**src/rtl/delayfixed_fall.sv**
```systemverilog
// Asymmetric level delay: rising edges of i pass after synchronization only,
// falling edges are held off for DELAY_CYC cycles so short low glitches vanish.
module delayfixed_fall #(
    parameter int DELAY_CYC = 10,
    parameter int CNT_W     = 8
) (
    input  logic CELCLK,
    input  logic CELRSTB,
    input  logic CELV,
    input  logic CELG,
    input  logic CELSUB,
    input  logic i,
    output logic o,
    output logic busy,
    output logic fall_done
);

    typedef enum logic [1:0] {
        ST_LOW      = 2'd0,
        ST_HIGH     = 2'd1,
        ST_FALLWAIT = 2'd2
    } state_t;

    localparam logic [CNT_W-1:0] LOAD_VAL = CNT_W'(DELAY_CYC - 1);
    localparam logic [CNT_W-1:0] CNT_ONE  = CNT_W'(1);

    // The counter must be able to hold DELAY_CYC-1 and a zero delay is meaningless.
    generate
        if (DELAY_CYC < 1 || DELAY_CYC > (2 ** CNT_W) - 1) begin : g_bad_delay
            $error("delayfixed_fall: DELAY_CYC out of range 1..2^CNT_W-1");
        end
    endgenerate

    // Supply/ground/substrate pins exist for the netlist only.
    logic w_unused;
    assign w_unused = &{1'b0, CELV, CELG, CELSUB};

    logic             r_s1;
    logic             r_s2;
    state_t           r_state;
    state_t           w_stateNext;
    logic [CNT_W-1:0] r_cnt;
    logic [CNT_W-1:0] w_cntNext;
    logic             r_o;
    logic             w_oNext;
    logic             r_busy;
    logic             w_busyNext;
    logic             r_fallDone;
    logic             w_fallDoneNext;

    always_ff @(posedge CELCLK or negedge CELRSTB) begin
        if (!CELRSTB) begin
            r_s1 <= 1'b0;
            r_s2 <= 1'b0;
        end else begin
            r_s1 <= i;
            r_s2 <= r_s1;
        end
    end

    // Outputs are computed alongside the next state so they come straight from flops.
    always_comb begin
        w_stateNext    = r_state;
        w_cntNext      = r_cnt;
        w_oNext        = r_o;
        w_busyNext     = r_busy;
        w_fallDoneNext = 1'b0;
        case (r_state)
            ST_LOW: begin
                w_oNext    = 1'b0;
                w_busyNext = 1'b0;
                if (r_s2) begin
                    w_stateNext = ST_HIGH;
                    w_oNext     = 1'b1;
                end
            end
            ST_HIGH: begin
                w_oNext    = 1'b1;
                w_busyNext = 1'b0;
                if (!r_s2) begin
                    w_stateNext = ST_FALLWAIT;
                    w_cntNext   = LOAD_VAL;
                    w_busyNext  = 1'b1;
                end
            end
            ST_FALLWAIT: begin
                w_oNext = 1'b1;
                // A returning high wins over an expiring count, so o never drops.
                if (r_s2) begin
                    w_stateNext = ST_HIGH;
                    w_cntNext   = '0;
                    w_busyNext  = 1'b0;
                end else if (r_cnt == '0) begin
                    w_stateNext    = ST_LOW;
                    w_oNext        = 1'b0;
                    w_busyNext     = 1'b0;
                    w_fallDoneNext = 1'b1;
                end else begin
                    w_cntNext  = r_cnt - CNT_ONE;
                    w_busyNext = 1'b1;
                end
            end
            default: begin
                w_stateNext = ST_LOW;
                w_cntNext   = '0;
                w_oNext     = 1'b0;
                w_busyNext  = 1'b0;
            end
        endcase
    end

    always_ff @(posedge CELCLK or negedge CELRSTB) begin
        if (!CELRSTB) begin
            r_state    <= ST_LOW;
            r_cnt      <= '0;
            r_o        <= 1'b0;
            r_busy     <= 1'b0;
            r_fallDone <= 1'b0;
        end else begin
            r_state    <= w_stateNext;
            r_cnt      <= w_cntNext;
            r_o        <= w_oNext;
            r_busy     <= w_busyNext;
            r_fallDone <= w_fallDoneNext;
        end
    end

    assign o         = r_o;
    assign busy      = r_busy;
    assign fall_done = r_fallDone;

endmodule

```
**config.mk**
```make
export PLATFORM = sky130hd
export DESIGN_NAME = delayfixed_fall
export DESIGN_NICKNAME = d
export VERILOG_FILES = /design/src/rtl/delayfixed_fall.sv
export SDC_FILE = /design/constraint.sdc
export NUM_CORES = 1
export LEC_CHECK = 0
export BUFFER_PORTS_ARGS = -buffer_cell sky130_fd_sc_hd__buf_2
export CORE_MARGIN = 5
export CORE_UTILIZATION = 55
export CTS_CLUSTER_SIZE = 16
export DETAILED_ROUTE_END_ITERATION = 10
export GPL_ROUTABILITY_DRIVEN = 0
export GPL_TIMING_DRIVEN = 0
export MAX_ROUTING_LAYER = met4
export PLACE_DENSITY_LB_ADDON = 0.08
export SETUP_SLACK_MARGIN = 0.2
export SYNTH_ARGS = -nofsm -noshare
export SYNTH_HDL_FRONTEND = slang
export SYNTH_SLANG_ARGS = --single-unit
export TNS_END_PERCENT = 50
```
**constraint.sdc**
```tcl
create_clock -name CELCLK -period 3.3 [get_ports CELCLK]
set_input_delay 0.66 -clock CELCLK [delete_from_list [all_inputs] [get_ports CELCLK]]
set_output_delay 0.66 -clock CELCLK [all_outputs]
set_load 0.05 [all_outputs]
```
==> results by stage, run 1 <==
Synth:
- The synthesized area per cell is 9.412 um2.
- Synthesis produced 88 cells.
- When the netlist entered floorplanning its net count stood at 99.
- The synthesis warning total is 0.
- After synthesis, the cell types taking the most area are dfrtp_1 (45%), o21ai_0 (9.1%), ha_1 (7.6%), a21oi_1 (4.2%), nor2_1 (4.1%).
- The most used flip-flop cell after synthesis is dfrtp_1.
- The fraction of registers with async set or reset after synthesis is 1.000.
- The fraction of post-synthesis cell area in the top cell type by area is 0.4532.
- After synthesis the netlist holds a flip-flop and latch count of 15.
- After synthesis, the most frequently instantiated cells are dfrtp_1 (15), o21ai_0 (15), nor2_1 (9), a21oi_1 (7).
- The cell area after synthesis is 828.3 um2.
- The number of distinct library cells after synthesis is 27.
- The share of the yosys chip area belonging to registers is 0.4532.
- The number of enable flip-flop cells after synthesis is 0.
- The cell type with the largest total area after synthesis is dfrtp_1.

Flow run:
- The tool flagged a number of max-cap violations equal to 0.

Outcome:
- The flow ran to the end, and the final reports show no timing, DRC or antenna violations.

STA:
- The count of final max-slew check failures is 0.
- For the pin with the worst max-slew slack, the measured transition is 600.0 ps.
- The final-report setup violation count is 0.
- After routing, the total negative slack on setup checks comes to 0 ps.
- The share of the clock period used by the worst path after layout is 0.6216.
- The time the final worst path needs with I/O delays and setup is 2051 ps.
- The top achievable clock speed is 487.5 MHz.
- Across all setup checks in the final design, the least slack found is 1249 ps.
- Measured against its own limit, the worst slew margin works out to 0.5969.
- The post-route clock skew is 0.5023 ps.
- Setup repair after global routing left no endpoint under its margin.
- The number of hold violations in the final report is 0.

Setup path:
- The critical path start-end classification is reg2reg.
- The cell with the biggest individual delay on the critical path is or4_4.
- The launching element type of the critical path is a register.
- The stage delay of the slowest cell on the critical path is 600 ps.
- The highest net fanout along the worst path is 7.
- STA puts the critical path data arrival time at 2240 ps.
- The worst endpoint required time is 3490 ps.
- The sum of buffers and inverters on the critical path is 0.
- The sort of element at the end of the critical path is a register.
- The top cell family by delay on the critical path is simple AND/OR/NAND/NOR gates.
- The signal on the critical path passes through or4_4 > o31a_1 > or4b_1 > o31ai_1.

Clock tree:
- After clock tree synthesis, the repair step resized 0 gates.
- The insertion delay to the later sink of the worst-skew pair is 280 ps.
- The root buffer selected by CTS is clkbuf_4.
- The number of hold buffers added after cts is 0.
- The number of setup buffers added after CTS is 0.
- In this run the number of H-tree levels came out at 1.
- TritonCTS built the clock tree.
- Clock tree synthesis inserted a total of 3 buffers.
- The sink count of the clock tree is 15.
- The buffer levels on the longest clock path is 2.
- After clock tree synthesis, the clock-pin slew on the worst setup and hold paths is 90 ps.

Finish:
- The area growth from synthesis to layout is 8.761%.
- The layout has 135 filler cells.
- The sequential cells in the finished layout cover a total of 375.4 um2.
- The number of antenna diodes in the final layout is 0.
- The area taken by multi-input logic gates is 425.4 um2.
- The cell area after layout is 900.9 um2.
- The fraction of final layout cells sized beyond drive strength 1 is 0.1340.
- The final layout contains 109 nets.
- After the flow finishes, the layout carries non-filler instances totaling 113.

Hold path:
- The path class of the lowest-slack min-delay path is in2async.

Global routing:
- Global routing finished with a remaining overflow of 0.
- The aggregate global-route resource usage is 0.1572.
- The global-route wire length before repair is 2.925 mm.
- The initial antenna violation count came to 0.
- Entering global routing, the biggest net connects 16 pins.
- The via count of the first global-routing pass is 673.

Route:
- The number of DRC violations after detailed-routing iteration 0 is 15.
- Using the TritonRoute via totals, the vias-per-cell ratio works out to 5.929.
- After detailed routing, the wire length on met1 is 721 um.
- The final routed DRC violation total is 0.
- Dividing the detail-routed wire length by the instance count gives 13.61 um.
- The via count of the routed design is 670.
- The total met3 wirelength after detailed routing is 66 um.
- The detail route stage leaves a number of antenna-violating nets equal to 0.
- The wire length reported by the detailed router is 1.538 mm.
- The top layer used by detailed routing is met4.
- Before antenna repair, the detailed router went through 4 iterations.
- The met2 wire length is 707 um.

Floorplan:
- The initial core utilization is 0.5629.
- The die area is 2382 um2.
- The core footprint is 1471 um2.
- The die span in y is 48.81 um.
- The die outline width is 48.81 um.
- The floorplan has 14 rows.
- 9 I/O pins were placed.

Power:
- Across the VDD grid, the largest voltage drop is 0.4891 mV.
- The total leakage power is 0.4077 nW.
- For this design the ratio of total power to cell area is 784.7 nW/um2.
- The total power is 0.7069 mW.

Placed design:
- Including well taps, the total number of placed cells is 109.
- The HPWL after detailed placement is 1.143 mm.
- The post-placement cell area is 873.3 um2.
- The worst-case setup slack after placement is 1277 ps.
- The number of buffers inserted by port buffering is 5.
sequential cells by signal, summed over array words and instances (netlist names):
name and count:
busy 1, fall_done 1, o 1, r_cnt 8
r_s1 1, r_s2 1, r_state 2
stage by stage:
stage                 util  hold slack, ps
CTS                 0.6122           266.9
floorplan                -           331.2
global placement    0.5935           332.4
global route        0.6122           264.5
finish              0.6122           260.3
detailed placement  0.5935           340.3
logic make-up (layout without fill, tap and decap cells):
| family | after synthesis | count (layout) | synth area share |
|---|---|---|---|
| simple gates | 31 | 31 | 0.2054 |
| fa+ha+maj | 5 | 5 | 0.07553 |
| buf+inv | 7 | 16 | 0.03322 |
| flops | 15 | 15 | 0.4532 |
| compound gates | 30 | 30 | 0.2326 |
power by group:
group	total [mW]	switching (mW)	internal, mW
registers	0.244	0.0265	0.218
clock network	0.103	0.0584	0.0450
logic	0.359	0.228	0.131
routing by layer:
layer  up-vias  track usage
met5         -            -
met4         0      0.08072
met3         5      0.03058
met2        15       0.2435
met1       312       0.1934
li1        338            -
cell usage in the layout (no fill, tap or decap), types with 2 or more instances in the layout:
cell type,n
ha_1,5
a21o_1,2
nor3_1,3
nand2b_1,2
a21oi_1,7
nor3b_1,2
o21ai_0,15
nor2_1,9
nand4_1,2
o31ai_1,2
nor2b_1,2
nand2_1,4
buf_2,6
clkbuf_4,3
dfrtp_1,15
inv_1,5
area by class of cell:
class	instances	share of cell area
timing repair buffer	5	0.02778
buffer	2	0.009722
clock inverter	1	0.005556
multi-input combinational	66	0.4722
sequential	15	0.4167
clock buffer	3	0.02500
inverter	5	0.02083
tap	16	0.02222
final timing paths:
| kind | end | startpoint | slack, ps | depth (start not counted) |
|---|---|---|---|---|
| setup reg to reg | r_state[1] | r_cnt[3] | 1250 | 4 |
| hold reg to reg | r_s2 | r_s1 | 360 | 0 |
| min in group CELCLK | r_s2 | r_s1 | 360 | 0 |
| max in group asynchronous | r_cnt[1] | CELRSTB | 2800 | 1 |
| hold / removal | r_cnt[4] | CELRSTB | 260 | 1 |
| setup / recovery | r_state[1] | r_cnt[3] | 1250 | 4 |
No activity file was read; power rests on OpenSTA's default activity.
==> run 2: changes to the inputs <==
==> constraint.sdc (replaced) <==
create_clock -name CELCLK -period 2.1 [get_ports CELCLK]
set_input_delay 0.42 -clock CELCLK [delete_from_list [all_inputs] [get_ports CELCLK]]
set_output_delay 0.42 -clock CELCLK [all_outputs]
set_load 0.05 [all_outputs]
==> results by stage, run 2 (synthesis results as in run 1) <==
Route:
- The detail route stage leaves a number of antenna-violating nets equal to 0.
- Using the TritonRoute via totals, the vias-per-cell ratio works out to 5.926.
- In the final routed layout, each cell accounts on average for 13.67 um.
- The final routed DRC violation total is 0.
- The first routing iteration left 13 violations.
- The via count of the routed design is 717.
- The first detailed-routing pass took 4 iterations.
- Wires add up to 1.654 mm.

STA:
- The number of hold violations in the final report is 0.
- The worst pin sits at a relative slew slack of 0.5967.
- The pin slew with the least headroom to its limit is 600.4 ps.
- The worst hold margin is 9.666 ps.
- Of the available clock period, the critical path in the final layout requires 0.8933.
- Setup repair after global routing could not meet its margin everywhere.
- The count of final max-slew check failures is 0.
- The worst path needs 1876 ps of the cycle, external delays included.
- The post-route clock skew is 2.510 ps.
- The top achievable clock speed is 533.1 MHz.
- The final-report setup violation count is 0.
- Summed over all failing endpoints, the final setup total negative slack is 0 ps.

Finish:
- The total number of nets in the final design is 117.
- In the final layout, the registers with the most flip-flops are r_cnt: 8 flops, r_state: 2 flops.
- Fill cells in the final layout number 133.
- In the layout the commonest cells are o21ai_0 (15), dfrtp_1 (15), nor2_1 (8), buf_4 (8), a21oi_1 (7).
- After routing the design area is 965.9 um2.
- Relative to the synthesized area, the layout overhead comes to 16.62%.
- The utilization of the core after routing is 0.6565.
- In the final layout, the share of cells above drive strength 1 is 0.2190.
- The flip-flop count of the largest register, all copies and words added is 8.
- Ranked by flip-flop count, first place goes to r_cnt.
- 0 antenna diodes ended up in the layout.

Clock tree:
- The number of H-tree branching levels is 1.
- The insertion delay to the later sink of the worst-skew pair is 290 ps.
- Clock tree synthesis selected as its root buffer the cell clkbuf_4.
- The buffer levels on the longest clock path is 2.
- The TritonCTS clock tree is built.
- The clock-pin slew of the registers on the worst-case setup and hold paths is 90 ps.
- Clock tree synthesis inserted a total of 3 buffers.
- The number of hold buffers added after cts is 0.
- CTS saw 15 sinks.

Setup path:
- At the worst endpoint, the required time is 2310 ps.
- In this run the worst path has a maximum fanout of 4.
- Counting both buffers and inverters, the worst setup path holds a total of 0.
- For the worst flop-to-flop path, the logic depth is 4.
- The top cell family by delay on the critical path is simple AND/OR/NAND/NOR gates.
- STA classifies the critical path startpoint as a register.
- The critical path depth in cells is 4.
- The slowest stage of the critical path belongs to the cell or4_4.
- Across all register-to-register paths, the minimum setup slack is 220 ps.
- At the worst endpoint, the arrival time is 2080 ps.
- The critical path start-end classification is reg2reg.
- The critical path goes through or4_4 > o31a_1 > or4b_1 > o31ai_1.
- The stage delay of the slowest cell on the critical path is 570 ps.
- The sort of element at the end of the critical path is a register.

Floorplan:
- The initial utilization of the core area, before any placement, comes to 0.5629.
- The die covers 2382 um2.
- Row generation in the floorplan step produced 14 rows.
- After floorplanning, the core was sized to cover 1471 um2.
- Pin placement for this block handled 9 I/O pins.
- The floorplan step set the die height to 48.81 um.
- The die is 48.81 um wide.

Global routing:
- The maximum number of pins on one net before global-route repair is 16.
- For this run, the total global-route usage over all layers was measured as 0.1582.
- The initial antenna violation count is 0.
- For this run the aggregate overflow at the end of global routing stands at 0.
- The via count of the first global-routing pass was 688.
- The global-route wire length before repair is 2.994 mm.

Power:
- The total leakage power is 0.4460 nW.
- Across the VDD grid, the largest voltage drop is 0.7049 mV.
- After layout, the design draws a total of 1.188 mW.
- For this design the ratio of total power to cell area is 1230 nW/um2.

Outcome:
- The flow ran to the end, and the final reports show no timing, DRC or antenna violations.

Hold path:
- The path class of the lowest-slack min-delay path is in2async.

Placed design:
- Input and output buffers added on the ports amount to 5.
- The post-placement cell area is 873.3 um2.
- Detailed placement ended at an HPWL of 1.174 mm.

Flow run:
- Max-cap violations in this run came to 0.
==> run 2: changes by cell type in the layout (fill, tap and decap cells not counted), sizes merged <==
cell,previous run,this run
buf,6,14
==> run 2: path summary, 6_finish.rpt <==
kind,start,endpoint
max,r_cnt[6],r_state[1]
min,CELRSTB,r_cnt[5]
max reg2reg,r_cnt[6],r_state[1]
min reg2reg,r_s1,r_s2
max in group asynchronous,CELRSTB,r_cnt[1]
min in group CELCLK,i,r_s1
==> run 2: what timing repair did <==
action | in CTS | in global routing
endpoints found under the setup margin | 1 | 7
pin swaps | 1 | 2
gates resized for setup | 0 | 2
setup buffers | 4 | 4
==> run 2: cell type report <==
| cell class | instances | area (um2) | share of cell area |
|---|---|---|---|
| Timing Repair Buffer | 13 | 85.08 | 0.08808 |
| Sequential cell | 15 | 375.4 | 0.3886 |
| Multi-Input combinational cell | 66 | 430.4 | 0.4456 |
| Tap cell | 16 | 20.02 | 0.02073 |
| Buffer | 2 | 8.758 | 0.009067 |
| Inverter | 5 | 18.77 | 0.01943 |
| Clock buffer | 3 | 22.52 | 0.02332 |
| Clock inverter | 1 | 5.005 | 0.005181 |
==> run 2: metrics by stage <==
stage                     worst slack (ps)  instances
after floorplan                      243.4         88
after detailed placement             156.4        109
final                                224.0        121
after global placement               147.2        109
after CTS                            216.3        117
after global routing                 150.7        121
==> run 2: power by group <==
part           switching, mW  internal (mW)  leakage [nW]
Combinational          0.380          0.254         0.229
Sequential            0.0413          0.342         0.200
Clock                 0.0995         0.0710        0.0177
==> run 2: metal layers <==
metal | part of all wire | up-vias | global-route usage
li1 | - | 353 | -
met1 | 0.46 | 349 | 0.2154
met2 | 0.48 | 12 | 0.2348
met3 | 0.039 | 3 | 0.03058
met4 | 0.016 | 0 | 0.05381
met5 | 0 | - | -
==> run 3: changes to the inputs <==
--- a/config.mk
+++ b/config.mk
@@ -13,7 +13,7 @@
 export GPL_ROUTABILITY_DRIVEN = 0
 export GPL_TIMING_DRIVEN = 0
 export MAX_ROUTING_LAYER = met4
-export PLACE_DENSITY_LB_ADDON = 0.08
+export PLACE_DENSITY_LB_ADDON = 0.2
 export SETUP_SLACK_MARGIN = 0.2
 export SYNTH_ARGS = -nofsm -noshare
 export SYNTH_HDL_FRONTEND = slang
==> results by stage, run 3 (synthesis results as in run 1) <==
Power:
- Dividing total power by cell area gives a power density of 1233 nW/um2.
- The maximum ir drop on the vdd rail is 0.7127 mV.
- The total power is 1.238 mW.
- Summed over all cells, the static leakage comes to 0.4578 nW.

Setup path:
- Setup slack on the worst reg-to-reg path comes out at 190 ps.
- The number of cells on the worst reg-to-reg path is 4.
- The data arrival time of the critical path is 2120 ps.
- The capture instance of the worst register-to-register path is r_state[1].
- Data on the critical path is required at its endpoint by 2300 ps.
- The launching element type of the critical path is a register.
- In this run the worst path has a maximum fanout of 4.
- The source of the critical timing path is r_cnt[6].
- The worst setup path is of the reg2reg kind.
- The sort of element at the end of the critical path is a register.
- The startpoint identified for the worst register-to-register timing path is r_cnt[6].

STA:
- The time the final worst path needs with I/O delays and setup is 1913 ps.
- Measured against its own limit, the worst slew margin works out to 0.6019.
- The final-report setup violation count is 0.
- The number of hold violations in the final report is 0.
- At the pin with the least slew margin, the transition time is 592.6 ps.
- In the final timing run, aggregate negative setup slack is 0 ps.
- Setup repair after global routing could not meet its margin everywhere.
- The share of the clock period used by the worst path after layout is 0.9107.
- The post-route clock skew is 6.961 ps.
- For this run, the top clock speed supported by timing is 522.9 MHz.
- The count of final max-slew check failures is 0.

Clock tree:
- After clock tree synthesis, the clock-pin slew on the worst setup and hold paths is 90 ps.
- The number of H-tree branching levels is 1.
- The number of buffers inserted during clock tree synthesis is 3.
- The insertion delay to the later sink of the worst-skew pair is 290 ps.
- The clock passes through at most 2 buffers.
- The root buffer selected by CTS is clkbuf_4.
- The sink count of the clock tree is 15.
- The TritonCTS clock tree is built.
- For this design, the CTS-stage hold fixing added 0 buffers.

Route:
- Summed over all layers, the routed wires come to 1.667 mm.
- Before antenna repair, the detailed router went through 4 iterations.
- The number of nets still failing antenna checks after routing is 0.
- Using the TritonRoute via totals, the vias-per-cell ratio works out to 5.724.
- The final routed DRC violation total is 0.
- The number of DRC violations after detailed-routing iteration 0 is 21.
- The per-cell routed wire length is 13.55 um.
- The detailed router placed 704 vias in this run.

Global routing:
- The initial antenna violation count is 0.
- The global-route wire length before repair is 2.766 mm.
- Entering global routing, the biggest net connects 16 pins.
- The via count of the first global-routing pass is 629.
- For this run the aggregate overflow at the end of global routing stands at 0.
- The aggregate global-route resource usage is 0.1499.

Flow run:
- The number of maximum-capacitance violations is 0.

Finish:
- The area growth from synthesis to layout is 21.15%.
- The repair_antennas step left the layout with diodes totalling 0.
- After the last flow step, the layout net total stands at 119.
- The utilization of the core after routing is 0.6820.
- The largest registers in the layout are r_cnt: 8 flops, r_state: 2 flops.
- In the final layout, the share of cells above drive strength 1 is 0.2523.
- The register with the most flip-flops in the layout has 8 of them.
- Leaving out fill and tap cells, the most frequent cells in the layout are o21ai_0 (15), dfrtp_1 (15), buf_4 (10).
- The register containing the most flip-flops in the final layout is r_cnt.

Floorplan:
- The initial utilization of the core area, before any placement, comes to 0.5629.
- The die is 48.81 um wide.
- The core footprint is 1471 um2.
- The count of standard-cell rows is 14.
- The die is 48.81 um tall.
- The die area is 2382 um2.
- The number of top-level pins is 9.

Outcome:
- The flow ran to the end, and the final reports show no timing, DRC or antenna violations.

Placed design:
- Port buffering added 5 buffers.
- The HPWL after detailed placement is 1.176 mm.

Hold path:
- The path class of the lowest-slack min-delay path is in2async.
==> run 3: how the worst max path moves through the flow <==
stage                     cells after the start    endpoint
after floorplan                               4  r_state[1]
after global placement                        4  r_state[1]
after detailed placement                      4  r_state[1]
after CTS                                     4  r_state[1]
after global routing                          4  r_state[1]
final                                         4  r_state[1]
==> run 3: cell type report <==
| cell class | instances | area, um2 |
|---|---|---|
| inverter | 5 | 18.77 |
| clock buffer | 3 | 22.52 |
| multi-input combinational | 66 | 450.4 |
| tap | 16 | 20.02 |
| fill | 121 | 467.9 |
| timing repair buffer | 15 | 100.1 |
| sequential | 15 | 375.4 |
| clock inverter | 1 | 7.507 |
| buffer | 2 | 8.758 |
==> run 3: metal layers <==
metal	share of wire	up-vias	wire (um)	track usage
li1	-	356	-	-
met3	0.029	4	49	0.03058
met4	0.024	0	40	0.09417
met1	0.47	334	784	0.1950
met5	0	-	0	-
met2	0.48	10	792	0.2109
==> run 3: worst max-delay path, cell delays in order, from the launching register on <==
cell and delay, ps:
dfrtp_1 390, or4_4 580, o31a_1 290, or4b_4 510, o31ai_4 70
==> run 3: report_power, final <==
group	switching [mW]	internal, mW
sequential	0.0413	0.342
combinational	0.413	0.272
clock	0.0968	0.0725
total	0.551	0.687
==> run 3: what timing repair did <==
item                       in CTS  in global routing
setup endpoints to repair       2                  9
setup buffers                   4                  6
gates resized for setup         0                  5
pin swaps                       1                  2
==> run 3: stage by stage <==
stage	setup slack, ps	hold WS (ps)	instance area, um2	cells
after floorplan	243.4	124.4	828.3	88
after global placement	144.4	335.4	873.3	109
after global routing	144.8	21.10	1003	123
final	187.5	8.847	1003	123
after CTS	199.3	15.81	933.4	117
after detailed placement	122.5	339.6	873.3	109
